[config.mk]
export PLATFORM = sky130hd
export DESIGN_NAME = multicycle_control_fsm
export DESIGN_NICKNAME = d
export VERILOG_FILES = /design/src/rtl/multicycle_control_fsm.sv
export SDC_FILE = /design/constraint.sdc
export NUM_CORES = 1
export LEC_CHECK = 0
export ABC_CLOCK_PERIOD_IN_PS = 1400
export CAP_MARGIN = 20
export CELL_PAD_IN_SITES_DETAIL_PLACEMENT = 1
export CELL_PAD_IN_SITES_GLOBAL_PLACEMENT = 2
export CORE_ASPECT_RATIO = 2
export CORE_UTILIZATION = 19
export CTS_BUF_LIST = sky130_fd_sc_hd__clkbuf_2
export DETAILED_ROUTE_END_ITERATION = 12
export PLACE_DENSITY_LB_ADDON = 0.15
export SYNTH_ARGS = -nofsm -noshare
export SYNTH_HDL_FRONTEND = slang
export SYNTH_SLANG_ARGS = --single-unit
[constraint.sdc]
create_clock -name clk -period 1.4 [get_ports clk]
set_clock_uncertainty 0.2 [all_clocks]
set_input_delay 0.14 -clock clk [delete_from_list [all_inputs] [get_ports clk]]
set_output_delay 0.14 -clock clk [all_outputs]
set_load 0.05 [all_outputs]
[src/rtl/multicycle_control_fsm.sv]
// Main control FSM for the 16-bit multicycle datapath.
// Steps each instruction through fetch/decode/execute/memory/writeback and
// drives every datapath enable and mux select. Outputs are a decode of the
// current state, with mem_ready and zero gating a few strobes combinationally.
//
// state | enc | meaning
// ------+-----+-----------------------------------------------------------
// FETCH |  0  | read IR from mem[PC], PC <= PC+1 when mem_ready
// DECODE|  1  | branch target into ALUOut, dispatch on op
// MEMADR|  2  | effective address regA + sext(imm6)
// MEMRD |  3  | load read, waits on mem_ready
// MEMWB |  4  | load writeback from MDR into rt
// MEMWR |  5  | store write, strobe held until mem_ready
// RTEX  |  6  | R-type ALU op on regA, regB with f = funct
// RTWB  |  7  | R-type writeback into rd
// BEQEX |  8  | compare regA - regB, PC <= ALUOut if zero
// ADDIEX|  9  | regA + sext(imm6)
// ADDIWB| 10  | ADDI writeback into rt
// JEX   | 11  | PC <= {PC[15:12], IR[11:0]}
// HALT  | 12  | parked after an illegal instruction, left only by reset

module multicycle_control_fsm #(
    parameter logic ILLEGAL_TRAP = 1'b0
) (
    input  logic       clk,
    input  logic       reset_n,
    input  logic [3:0] op,
    input  logic [2:0] funct,
    input  logic       zero,
    input  logic       mem_ready,
    output logic       pc_en,
    output logic       iord,
    output logic       mem_write,
    output logic       ir_write,
    output logic       reg_dst,
    output logic       mem_to_reg,
    output logic       reg_write,
    output logic       alu_src_a,
    output logic [1:0] alu_src_b,
    output logic [2:0] alu_f,
    output logic [1:0] pc_src,
    output logic       illegal,
    output logic       retire,
    output logic [3:0] state
);

    localparam logic [3:0] S_FETCH  = 4'd0;
    localparam logic [3:0] S_DECODE = 4'd1;
    localparam logic [3:0] S_MEMADR = 4'd2;
    localparam logic [3:0] S_MEMRD  = 4'd3;
    localparam logic [3:0] S_MEMWB  = 4'd4;
    localparam logic [3:0] S_MEMWR  = 4'd5;
    localparam logic [3:0] S_RTEX   = 4'd6;
    localparam logic [3:0] S_RTWB   = 4'd7;
    localparam logic [3:0] S_BEQEX  = 4'd8;
    localparam logic [3:0] S_ADDIEX = 4'd9;
    localparam logic [3:0] S_ADDIWB = 4'd10;
    localparam logic [3:0] S_JEX    = 4'd11;
    localparam logic [3:0] S_HALT   = 4'd12;

    localparam logic [3:0] OP_RTYPE = 4'b0000;
    localparam logic [3:0] OP_LW    = 4'b0001;
    localparam logic [3:0] OP_SW    = 4'b0010;
    localparam logic [3:0] OP_BEQ   = 4'b0011;
    localparam logic [3:0] OP_ADDI  = 4'b0100;
    localparam logic [3:0] OP_J     = 4'b0101;

    localparam logic [2:0] F_AND = 3'b000;
    localparam logic [2:0] F_OR  = 3'b001;
    localparam logic [2:0] F_ADD = 3'b010;
    localparam logic [2:0] F_SUB = 3'b110;
    localparam logic [2:0] F_SLT = 3'b111;

    localparam logic [1:0] SRCB_REGB  = 2'b00;
    localparam logic [1:0] SRCB_ONE   = 2'b01;
    localparam logic [1:0] SRCB_IMM   = 2'b10;
    localparam logic [1:0] SRCB_BOFFS = 2'b11;

    localparam logic [1:0] PCSRC_ALU    = 2'b00;
    localparam logic [1:0] PCSRC_ALUOUT = 2'b01;
    localparam logic [1:0] PCSRC_JUMP   = 2'b10;

    logic [3:0] r_state;
    logic [3:0] w_next_state;
    logic       w_funct_legal;
    logic       w_illegal_dec;
    logic [3:0] w_illegal_target;

    logic       w_pc_write;
    logic       w_pc_write_cond;
    logic       w_iord;
    logic       w_mem_write;
    logic       w_ir_write;
    logic       w_reg_dst;
    logic       w_mem_to_reg;
    logic       w_reg_write;
    logic       w_alu_src_a;
    logic [1:0] w_alu_src_b;
    logic [2:0] w_alu_f;
    logic [1:0] w_pc_src;
    logic       w_illegal;
    logic       w_retire;

    // Classify the instruction held in IR; only meaningful while in DECODE.
    always_comb begin
        w_funct_legal = 1'b0;
        case (funct)
            F_AND, F_OR, F_ADD, F_SUB, F_SLT: w_funct_legal = 1'b1;
            default:                          w_funct_legal = 1'b0;
        endcase

        w_illegal_dec = 1'b0;
        case (op)
            OP_RTYPE:                         w_illegal_dec = ~w_funct_legal;
            OP_LW, OP_SW, OP_BEQ, OP_ADDI, OP_J: w_illegal_dec = 1'b0;
            default:                          w_illegal_dec = 1'b1;
        endcase

        w_illegal_target = ILLEGAL_TRAP ? S_HALT : S_FETCH;
    end

    // Next-state selection.
    always_comb begin
        w_next_state = S_FETCH;
        case (r_state)
            S_FETCH:  w_next_state = mem_ready ? S_DECODE : S_FETCH;
            S_DECODE: begin
                if (w_illegal_dec) begin
                    w_next_state = w_illegal_target;
                end else begin
                    case (op)
                        OP_LW, OP_SW: w_next_state = S_MEMADR;
                        OP_BEQ:       w_next_state = S_BEQEX;
                        OP_ADDI:      w_next_state = S_ADDIEX;
                        OP_J:         w_next_state = S_JEX;
                        default:      w_next_state = S_RTEX;
                    endcase
                end
            end
            // op still holds LW or SW here because IR only loads in FETCH
            S_MEMADR: w_next_state = (op == OP_SW) ? S_MEMWR : S_MEMRD;
            S_MEMRD:  w_next_state = mem_ready ? S_MEMWB : S_MEMRD;
            S_MEMWB:  w_next_state = S_FETCH;
            S_MEMWR:  w_next_state = mem_ready ? S_FETCH : S_MEMWR;
            S_RTEX:   w_next_state = S_RTWB;
            S_RTWB:   w_next_state = S_FETCH;
            S_BEQEX:  w_next_state = S_FETCH;
            S_ADDIEX: w_next_state = S_ADDIWB;
            S_ADDIWB: w_next_state = S_FETCH;
            S_JEX:    w_next_state = S_FETCH;
            S_HALT:   w_next_state = S_HALT;
            default:  w_next_state = S_FETCH;
        endcase
    end

    // State register; reset returns to FETCH without waiting for a clock.
    always_ff @(posedge clk or negedge reset_n) begin
        if (!reset_n) begin
            r_state <= S_FETCH;
        end else begin
            r_state <= w_next_state;
        end
    end

    // Per-state control word; anything not set stays 0 (HALT relies on this).
    always_comb begin
        w_pc_write      = 1'b0;
        w_pc_write_cond = 1'b0;
        w_iord          = 1'b0;
        w_mem_write     = 1'b0;
        w_ir_write      = 1'b0;
        w_reg_dst       = 1'b0;
        w_mem_to_reg    = 1'b0;
        w_reg_write     = 1'b0;
        w_alu_src_a     = 1'b0;
        w_alu_src_b     = SRCB_REGB;
        w_alu_f         = F_AND;
        w_pc_src        = PCSRC_ALU;
        w_illegal       = 1'b0;
        w_retire        = 1'b0;
        case (r_state)
            S_FETCH: begin
                w_iord      = 1'b0;
                w_alu_src_a = 1'b0;
                w_alu_src_b = SRCB_ONE;
                w_alu_f     = F_ADD;
                w_pc_src    = PCSRC_ALU;
                w_ir_write  = mem_ready;
                w_pc_write  = mem_ready;
            end
            S_DECODE: begin
                w_alu_src_a = 1'b0;
                w_alu_src_b = SRCB_BOFFS;
                w_alu_f     = F_ADD;
                w_illegal   = w_illegal_dec;
            end
            S_MEMADR: begin
                w_alu_src_a = 1'b1;
                w_alu_src_b = SRCB_IMM;
                w_alu_f     = F_ADD;
            end
            S_MEMRD: begin
                w_iord = 1'b1;
            end
            S_MEMWB: begin
                w_reg_write  = 1'b1;
                w_mem_to_reg = 1'b1;
                w_reg_dst    = 1'b0;
                w_retire     = 1'b1;
            end
            S_MEMWR: begin
                w_iord      = 1'b1;
                w_mem_write = 1'b1;
                w_retire    = mem_ready;
            end
            S_RTEX: begin
                w_alu_src_a = 1'b1;
                w_alu_src_b = SRCB_REGB;
                w_alu_f     = funct;
            end
            S_RTWB: begin
                w_reg_write = 1'b1;
                w_reg_dst   = 1'b1;
                w_retire    = 1'b1;
            end
            S_BEQEX: begin
                w_alu_src_a     = 1'b1;
                w_alu_src_b     = SRCB_REGB;
                w_alu_f         = F_SUB;
                w_pc_src        = PCSRC_ALUOUT;
                w_pc_write_cond = 1'b1;
                w_retire        = 1'b1;
            end
            S_ADDIEX: begin
                w_alu_src_a = 1'b1;
                w_alu_src_b = SRCB_IMM;
                w_alu_f     = F_ADD;
            end
            S_ADDIWB: begin
                w_reg_write = 1'b1;
                w_reg_dst   = 1'b0;
                w_retire    = 1'b1;
            end
            S_JEX: begin
                w_pc_src   = PCSRC_JUMP;
                w_pc_write = 1'b1;
                w_retire   = 1'b1;
            end
            default: begin
                w_alu_f = F_AND;
            end
        endcase
    end

    // Strobes that change architectural state are squashed while reset is
    // asserted so an abandoned instruction never half-commits.
    always_comb begin
        pc_en      = reset_n & (w_pc_write | (w_pc_write_cond & zero));
        ir_write   = reset_n & w_ir_write;
        mem_write  = reset_n & w_mem_write;
        reg_write  = reset_n & w_reg_write;
        illegal    = reset_n & w_illegal;
        retire     = reset_n & w_retire;
        iord       = w_iord;
        reg_dst    = w_reg_dst;
        mem_to_reg = w_mem_to_reg;
        alu_src_a  = w_alu_src_a;
        alu_src_b  = w_alu_src_b;
        alu_f      = w_alu_f;
        pc_src     = w_pc_src;
        state      = r_state;
    end

endmodule

==> results of run 1 <==
path summary, 6_finish.rpt:
check	start	endpoint	slack, ps
min	reset_n	state[0]	170
max reg2reg	state[2]	state[3]	-240
min in group clk	op[3]	state[3]	440
min reg2reg	state[1]	state[3]	560
max	state[0]	pc_en	-480
max in group asynchronous	reset_n	state[2]	720
kinds of logic after synthesis:
kind of cell    after synthesis  share of synthesized area
simple gates                 51                      0.453
compound gates               19                      0.216
flops                         4                      0.160
mux                           2                     0.0321
xor+xnor                      2                     0.0281
buf+inv                       8                      0.110
power breakdown:
group / switching, mW / internal (mW)
registers: 0.109 / 0.179
logic: 1.87 / 1.91
clock network: 0.0501 / 0.0577
final cells by class:
class / count / area (sq um) / area share
repair buffers: 79 / 948 / 0.506
multi-input cells: 74 / 747 / 0.399
flip-flops and latches: 4 / 110 / 0.0588
well taps: 31 / 38.8 / 0.0207
clock buffers: 3 / 15.0 / 0.00802
inverters: 3 / 13.8 / 0.00735
what timing repair did:
item,4_1_cts,5_1_grt
gates resized for setup,36,19
setup buffers,10,8
cloned,0,0
pin swaps,12,9
setup endpoints to repair,23,23
layout by cell type, fill, tap and decap left out, types with 3 or more instances in the layout:
| cell type | instances |
|---|---|
| nand2b_1 | 3 |
| buf_8 | 3 |
| nor2b_2 | 3 |
| o311ai_2 | 3 |
| buf_12 | 21 |
| nand2_1 | 4 |
| clkbuf_2 | 3 |
| nor3_2 | 3 |
| clkdlybuf4s50_1 | 4 |
| dlymetal6s2s_1 | 3 |
| buf_6 | 11 |
| nor2_1 | 3 |
| nor2_2 | 5 |
| dlygate4sd2_1 | 3 |
| buf_4 | 34 |
| nor2_4 | 9 |
| a21oi_2 | 3 |
| nand2b_4 | 3 |
worst reg2reg max path: cells and delay by family (launching register included):
family	cells	cell delay, ps
flip-flops	1	480
buffers and inverters	3	360
AO/OA/AOI/OAI	1	180
AND/OR/NAND/NOR	2	300
metal layers:
metal | track usage | vias to the layer above | part of all wire
li1 | - | 460 | -
met1 | 0.185 | 472 | 0.34
met2 | 0.385 | 19 | 0.65
met3 | 0.0152 | 0 | 0.011
met4 | 0.0511 | 0 | 0
met5 | 0 | - | 0
per-stage QoR:
stage / util / cells / worst slack [ps]
2_1_floorplan: - / 86 / -487
3_3_place_gp: 0.485 / 175 / -452
3_5_place_dp: 0.485 / 175 / -473
4_1_cts: 0.559 / 188 / -477
5_1_grt: 0.593 / 194 / -549
6_report: 0.593 / 194 / -479
==> reports/summary.txt, run 1 <==
CTS tree - done
total power - 4.17 mW
final worst setup slack - -479 ps
top-count cell post-synth - nor2_1
post-synthesis cell area - 624 sq um
Max Cap Viol - 0
Mean Syn Cell Area - 7.26 sq um
Largest register FFs - 4
die area - 3530 sq um
number of flops mapped to enable cells by yosys - 0
critical path class - flip-flop to output pin
top_reg_cell synth - dfrtp_1
std cell rows - 29
largest cells by area after synthesis - dfrtp_1 (16%), nor2_1 (9.0%), clkbuf_8 (6.6%), nand2b_1 (6.0%), nor2b_1 (4.0%)
final slew viol count - 0
violated checks - setup timing
CTS clk-pin slew, worst paths - 50 ps
YS warnings - 0
FMAX - 532 MHz
type of the most critical hold path - input port to async pin
Period minus WS final - 1880 ps
Crit. End Element - output pin
number of synthesized register bits - 4
Tcrit/Tclk final - 1.34
Die Wd - 42.5 microns
Post-Route WL - 3150 microns
crit-path max cell delay - 430 ps
Post-synth top cells - nor2_1 (15), nand2_1 (6), nand2b_1 (6)
routability congestion estimate - 0.779
RSZ-0062 raised after global routing - yes
Max-slew headroom - 0.831
Hold WS - 166 ps
drt drc - 0
syn_nets - 97
Overall Global Routing Usage - 0.188
hold buffers post-CTS - 0
Synth top area share - 0.160
GRT Residual Overflow - 0
VDD IR max - 0.999 mV
Vias - 951
Critical Path AT - 1540 ps
Async SR Flop Fraction - 1.00
share of cells above drive strength 1 - 0.785
final setup fails - 23
critical path's slowest cell - dfrtp_2
status - complete, but fails checks
# diodes - 0
CTS Sinks - 4
PwrDens - 2230 nW/um^2
Die Ht - 83.1 microns
first-pass GRT wire length - 5080 microns
initial antenna violation count - 0
area grow syn2layout - 200%
final setup TNS - -6750 ps
drt pass-1 iters - 2
Port Buffers - 31
CORE AREA - 3160 sq um
vias in the first global route - 1,050
sequential share of the synthesized area - 0.160
Final #Nets - 176
wire per inst - 16.2 microns
CP Max Fanout - 4
Netlist cell types - 35
Cells after Synth - 86
required time of the critical path - 1060 ps
# IOs - 32
worst reg2reg path depth - 6
cells along the critical path - or2_4 -> o21ai_2 -> a32oi_2 -> nor3b_4 -> buf_12
Inserted Clock Buffers - 3
Lkg Pwr - 0.799 nW
Hold Violations, Final - 0
Slew @ Worst Pin - 246 ps
filler cell count - 326
root buffer cell - clkbuf_2
largest net degree at the start of global routing - 9
Final Cell Area - 1870 sq um
DR iter-0 viols - 8
antenna-violating nets left - 0
vias per cell - 4.90
Max Buffers Root-to-Sink - 2
worst-skew pair later-pin latency - 210 ps
top cell type by total area after synthesis - dfrtp_1
Levels on crit path - 5
Top delay family on crit path - simple AND/OR/NAND/NOR gates
DP Area - 1530 sq um
H-tree depth - 1
DPL Wire Length - 2280 microns
CP Launch Type - flip-flop
initial core utilization - 0.198
Buf+Inv Stages, Crit Path - 1
Power figures use the tool's default switching activity.
==> run 2: changes to the inputs <==
--- a/config.mk
+++ b/config.mk
@@ -13,7 +13,7 @@
 export CORE_UTILIZATION = 19
 export CTS_BUF_LIST = sky130_fd_sc_hd__clkbuf_2
 export DETAILED_ROUTE_END_ITERATION = 12
-export PLACE_DENSITY_LB_ADDON = 0.15
+export PLACE_DENSITY = 0.85
 export SYNTH_ARGS = -nofsm -noshare
 export SYNTH_HDL_FRONTEND = slang
 export SYNTH_SLANG_ARGS = --single-unit
==> run 2 against run 1 <==
Effect of this change: the run still ends with setup timing left; register-to-register slack worse by 80 ps; first-iteration DRC count up 100%; wire length up 18%; total power up 0.84%; sequential share of layout area up 0.092 points; final area down 1.5%; worst setup slack better by 36 ps; global-route usage up 2.2 points; highest routed layer is now met4.
==> reports/summary.txt, run 2 (synthesized netlist as in run 1, its figures left out) <==
hold buffers post-CTS - 0 (unchanged)
Post-Route WL - 3720 microns (+18%)
Period minus WS final - 1840 ps (-35.8 ps)
worst reg2reg path depth - 4 (-2)
CTS tree - done
vias in the first global route - 1,134 (+8.0%)
Critical R2R Launch - state[2]
Max Buffers Root-to-Sink - 2 (unchanged)
Final #Nets - 173 (-1.7%)
PwrDens - 2280 nW/um^2 (+2.4%)
DR iter-0 viols - 16 (+8)
H-tree depth - 1 (unchanged)
most frequent cells in the layout - buf_4 (26), buf_12 (20), buf_6 (19)
Sequential Power Share - 0.065 (-0.004)
GRT Residual Overflow - 0 (unchanged)
initial antenna violation count - 0 (unchanged)
worst-skew pair later-pin latency - 200 ps (about the same)
first-pass GRT wire length - 5590 microns (+10%)
Largest register FFs - 4 (unchanged)
FMAX - 543 MHz (+1.9%)
Port Buffers - 31 (unchanged)
CORE AREA - 3160 sq um (unchanged)
# diodes - 0 (unchanged)
VDD IR max - 1.12 mV (+12%)
most common cell after layout, fill and taps aside - buf_4
Sw Pwr - 2.07 mW (+2.5%)
RSZ-0062 raised after global routing - yes
Hold WS - 193 ps (+26.8 ps)
CTS Sinks - 4 (unchanged)
power share of the clock group - 0.024 (-0.002)
Die Wd - 42.5 microns (unchanged)
Inserted Clock Buffers - 3 (unchanged)
RR Endpoint - state[0]
routability congestion estimate - 0.822 (+5.6%)
Setup WS pre-CTS - -504 ps (-31.5 ps)
Tcrit/Tclk final - 1.32 (-0.0256)
total power - 4.21 mW (+0.84%)
drt drc - 0 (unchanged)
Overall Global Routing Usage - 0.210 (+0.0220)
Critical Path AT - 1500 ps (-40 ps)
root buffer cell - clkbuf_2
Sw Ratio - 0.493 (+0.00779)
Max Cap Viol - 0 (unchanged)
DPL Wire Length - 2600 microns (+14%)
Internal - 2.13 mW (-0.69%)
Die Ht - 83.1 microns (unchanged)
die area - 3530 sq um (unchanged)
largest net degree at the start of global routing - 8 (-1)
Hold Violations, Final - 0 (unchanged)
Slew @ Worst Pin - 323 ps (+76.5 ps)
violated checks - setup timing
CP Max Fanout - 4 (unchanged)
share of cells above drive strength 1 - 0.756 (-0.0290)
final setup fails - 23 (unchanged)
final slew viol count - 0 (unchanged)
critical path class - flip-flop to output pin
Max-slew headroom - 0.782 (-0.0486)
std cell rows - 29 (unchanged)
wire per inst - 19.5 microns (+20%)
CP Launch Type - flip-flop
fin util - 0.584 (-0.00912)
vias per cell - 5.13 (+4.7%)
final setup TNS - -6980 ps (-226 ps)
CTS clk-pin slew, worst paths - 40 ps (about the same)
Crit. End Element - output pin
# IOs - 32 (unchanged)
antenna-violating nets left - 0 (unchanged)
initial core utilization - 0.198 (unchanged)
R2R setup slack - -320 ps (-80 ps)
Vias - 980 (+3.0%)
Lkg Pwr - 0.761 nW (-4.8%)
type of the most critical hold path - input port to async pin
final worst setup slack - -443 ps (+35.8 ps)
drt pass-1 iters - 4 (+2)
area grow syn2layout - 195%
combinational fraction of design power - 0.911 (+0.006)
required time of the critical path - 1060 ps (about the same)
status - complete, but fails checks
run 2: how the worst max path moves through the flow:
stage | end | startpoint | depth (start not counted) | slack, ps
2_1_floorplan | pc_en | state[1] | 4 | -490
3_3_place_gp | state[2] | op[3] | 5 | -470
3_5_place_dp | state[2] | op[0] | 5 | -500
4_1_cts | pc_en | state[0] | 5 | -440
5_1_grt | pc_en | state[1] | 5 | -490
6_report | pc_en | state[0] | 5 | -440
run 2: area by class of cell:
cell class | count | area [sq um]
fillers | 328 | 1310
inverters | 3 | 11.3
clock buffers | 3 | 15.0
multi-input cells | 74 | 748
flip-flops and latches | 4 | 110
well taps | 31 | 38.8
repair buffers | 76 | 921
run 2: critical path, cell delays in order, from the launching register on:
cell     delay [ps]
dfrtp_2         420
or2_4           260
o21ai_2         140
a32oi_2          80
nor3b_4         230
buf_12          160
run 2: power groups by stage:
stage | logic, mW | clock network, mW | registers, mW
2_1_floorplan | 1.63 | 0 | 0.420
3_3_place_gp | 3.14 | 0 | 0.277
3_5_place_dp | 3.23 | 0 | 0.277
4_1_cts | 3.68 | 0.107 | 0.272
5_1_grt | 3.97 | 0.108 | 0.280
6_report | 3.83 | 0.102 | 0.273
run 2: timing repair:
action                                  in CTS  in global routing
gates resized for setup                     44                 10
endpoints found under the setup margin      23                 23
pin swaps                                   13                  4
gates cloned                                 0                  0
setup buffers                                8                  2
run 2: per-stage QoR:
| step | cells | instance area [sq um] |
|---|---|---|
| final | 191 | 1840 |
| after global routing | 191 | 1840 |
| after CTS | 190 | 1790 |
| after detailed placement | 180 | 1560 |
| after floorplan | 86 | 807 |
| after global placement | 180 | 1560 |
run 2: layer usage:
layer / vias up / global-route usage / part of all wire
met5: - / 0 / 0
met4: 0 / 0.0909 / 0.045
met3: 12 / 0.0174 / 0.016
met2: 30 / 0.428 / 0.63
met1: 481 / 0.192 / 0.31
li1: 457 / - / -
==> run 3: changes to the inputs <==
--- a/config.mk
+++ b/config.mk
@@ -12,7 +12,9 @@
 export CORE_ASPECT_RATIO = 2
 export CORE_UTILIZATION = 19
 export CTS_BUF_LIST = sky130_fd_sc_hd__clkbuf_2
+export CTS_CLUSTER_DIAMETER = 80
 export DETAILED_ROUTE_END_ITERATION = 12
+export GPL_ROUTABILITY_DRIVEN = 0
 export PLACE_DENSITY = 0.85
 export SYNTH_ARGS = -nofsm -noshare
 export SYNTH_HDL_FRONTEND = slang
==> constraint.sdc (replaced) <==
create_clock -name clk -period 1.4 [get_ports clk]
set_clock_uncertainty 0.2 [all_clocks]
set_input_delay 0.28 -clock clk [delete_from_list [all_inputs] [get_ports clk]]
set_output_delay 0.28 -clock clk [all_outputs]
set_load 0.05 [all_outputs]
==> run 3 against run 2 <==
Effect of this change: the flow still finishes with violations (setup timing); first-iteration DRC count decreased by 6.3%; via count increased by 7.0%; critical path depth unchanged; non-clock buffer count increased by 10; global-route usage increased by 2.8 points; hold slack improved by 110 ps; wire length increased by 18%; clock power increased by 8%; register-to-register slack got worse by 110 ps; utilization increased by 5.3 points; sequential share of layout area decreased by 0.49 points; clock-buffer cell count unchanged; highest routed layer unchanged.
==> reports/summary.txt, run 3 (synthesized netlist as in run 1, its figures left out) <==
status - complete, but fails checks
violated checks - setup timing
Lkg Pwr - 0.828 nW (+8.8%)
RSZ-0062 raised after global routing - yes
antenna-violating nets left - 0 (unchanged)
final slew viol count - 0 (unchanged)
final worst setup slack - -628 ps (-185 ps)
CTS clk-pin slew, worst paths - 50 ps (about the same)
required time of the critical path - 920 ps (-140 ps)
hold buffers post-CTS - 0 (unchanged)
FMAX - 493 MHz (-9.1%)
most common cell after layout, fill and taps aside - buf_4
Die Wd - 42.5 microns (unchanged)
Period minus WS final - 2030 ps (+185 ps)
area grow syn2layout - 222%
Final #Nets - 183 (+5.8%)
DP Area - 1590 sq um (+2.3%)
# IOs - 32 (unchanged)
CTS tree - done
GRT Residual Overflow - 0 (unchanged)
fin util - 0.637 (+0.0527)
vias in the first global route - 1,201 (+5.9%)
H-tree depth - 1 (unchanged)
initial antenna violation count - 0 (unchanged)
Top cell by count, worst path - buf_4
Inserted Clock Buffers - 3 (unchanged)
Hold Violations, Final - 0 (unchanged)
final setup TNS - -10,370 ps (-3390 ps)
DR iter-0 viols - 15 (-1)
cells along the critical path - nor2b_1 -> buf_4 -> buf_4 -> and4_4 -> buf_12
Max Cap Viol - 0 (unchanged)
filler cell count - 314 (-4.3%)
Max Buffers Root-to-Sink - 2 (unchanged)
Port Buffers - 31 (unchanged)
CP Launch Type - flip-flop
PwrDens - 2320 nW/um^2 (+1.6%)
CTS Sinks - 4 (unchanged)
Vias - 1,049 (+7.0%)
VDD IR max - 1.45 mV (+29%)
Post-Route WL - 4400 microns (+18%)
footprint of the multi-input gates - 797 sq um (+6.5%)
Tcrit/Tclk final - 1.45 (+0.132)
root buffer cell - clkbuf_2
# diodes - 0 (unchanged)
wire per inst - 21.9 microns (+12%)
Overall Global Routing Usage - 0.238 (+0.0282)
Setup WS pre-CTS - -753 ps (-249 ps)
std cell rows - 29 (unchanged)
share of cells above drive strength 1 - 0.812 (+0.0555)
Max-slew headroom - 0.805 (+0.0224)
critical path's slowest cell - dfrtp_2
critical path class - flip-flop to output pin
CORE AREA - 3160 sq um (unchanged)
first-pass GRT wire length - 6210 microns (+11%)
Crit. End Element - output pin
Reg area - 110 sq um (unchanged)
worst-skew pair later-pin latency - 220 ps (+20 ps)
DPL Wire Length - 2760 microns (+6.1%)
Final Cell Area - 2010 sq um (+9.0%)
initial core utilization - 0.198 (unchanged)
Critical Path AT - 1550 ps (+50 ps)
largest net degree at the start of global routing - 9 (+1)
Slew @ Worst Pin - 292 ps (-30.6 ps)
Die Ht - 83.1 microns (unchanged)
CP Max Fanout - 4 (unchanged)
die area - 3530 sq um (unchanged)
total power - 4.66 mW (+11%)
drt pass-1 iters - 4 (unchanged)
final setup fails - 25 (+8.7%)
vias per cell - 5.22 (+1.7%)
type of the most critical hold path - input port to async pin
Largest register FFs - 4 (unchanged)
drt drc - 0 (unchanged)
most frequent cells in the layout - buf_4 (33), buf_12 (22), buf_6 (19)
crit-path max cell delay - 440 ps (+20 ps)
-- run 3: cell count changes in the layout (fill, tap and decap cells not counted), moves of 2 or more --
| cell | delta |
|---|---|
| nor2b_2 | -2 |
| nor2_1 | -2 |
| buf_8 | +3 |
| nor2_4 | +2 |
| buf_4 | +7 |
| buf_12 | +2 |
| clkdlybuf4s50_1 | -2 |
-- run 3: worst max-delay path: cells and delay by family (launching register included) --
kind	cells	cell delay (ps)
buffers and inverters	3	430
DFF	1	440
and+or+nand+nor	2	460
-- run 3: path summary, 6_finish.rpt --
| path | endpoint | start | slack [ps] | depth (start not counted) |
|---|---|---|---|---|
| max | illegal | state[1] | -630 | 5 |
| min | state[3] | reset_n | 300 | 3 |
| max reg2reg | state[2] | state[0] | -430 | 6 |
| min reg2reg | state[3] | state[1] | 560 | 3 |
| max in group asynchronous | state[2] | reset_n | 580 | 3 |
| min in group clk | state[1] | op[0] | 380 | 4 |
-- run 3: layer usage --
metal / track usage / wire [microns] / vias up
met2: 0.498 / 2780 / 29
met1: 0.212 / 1400 / 532
met4: 0.102 / 122 / 0
met5: 0 / 0 / -
met3: 0.0109 / 95 / 8
li1: - / - / 480
-- run 3: per-stage QoR --
step	instances	hold WS, ps
5_1_grt	201	303
3_5_place_dp	183	456
4_1_cts	199	293
6_report	201	300
3_3_place_gp	183	434
2_1_floorplan	86	-216
-- run 3: cell type report --
cell class	count	area share
Multi-Input combinational cell	74	0.396
Tap cell	31	0.0193
Timing Repair Buffer	86	0.514
Clock buffer	3	0.00747
Inverter	3	0.00809
Sequential cell	4	0.0548
-- run 3: what timing repair did --
action | 4_1_cts | 5_1_grt
cloned | 0 | 0
setup buffers | 15 | 6
hold endpoints to repair | 0 | 0
gates resized for setup | 72 | 18
pin swaps | 24 | 11
endpoints found under the setup margin | 25 | 25
-- run 3: power breakdown --
| group | internal [mW] | switching (mW) | total, mW |
|---|---|---|---|
| logic | 2.15 | 2.11 | 4.26 |
| registers | 0.179 | 0.105 | 0.285 |
| clock network | 0.0576 | 0.0529 | 0.110 |
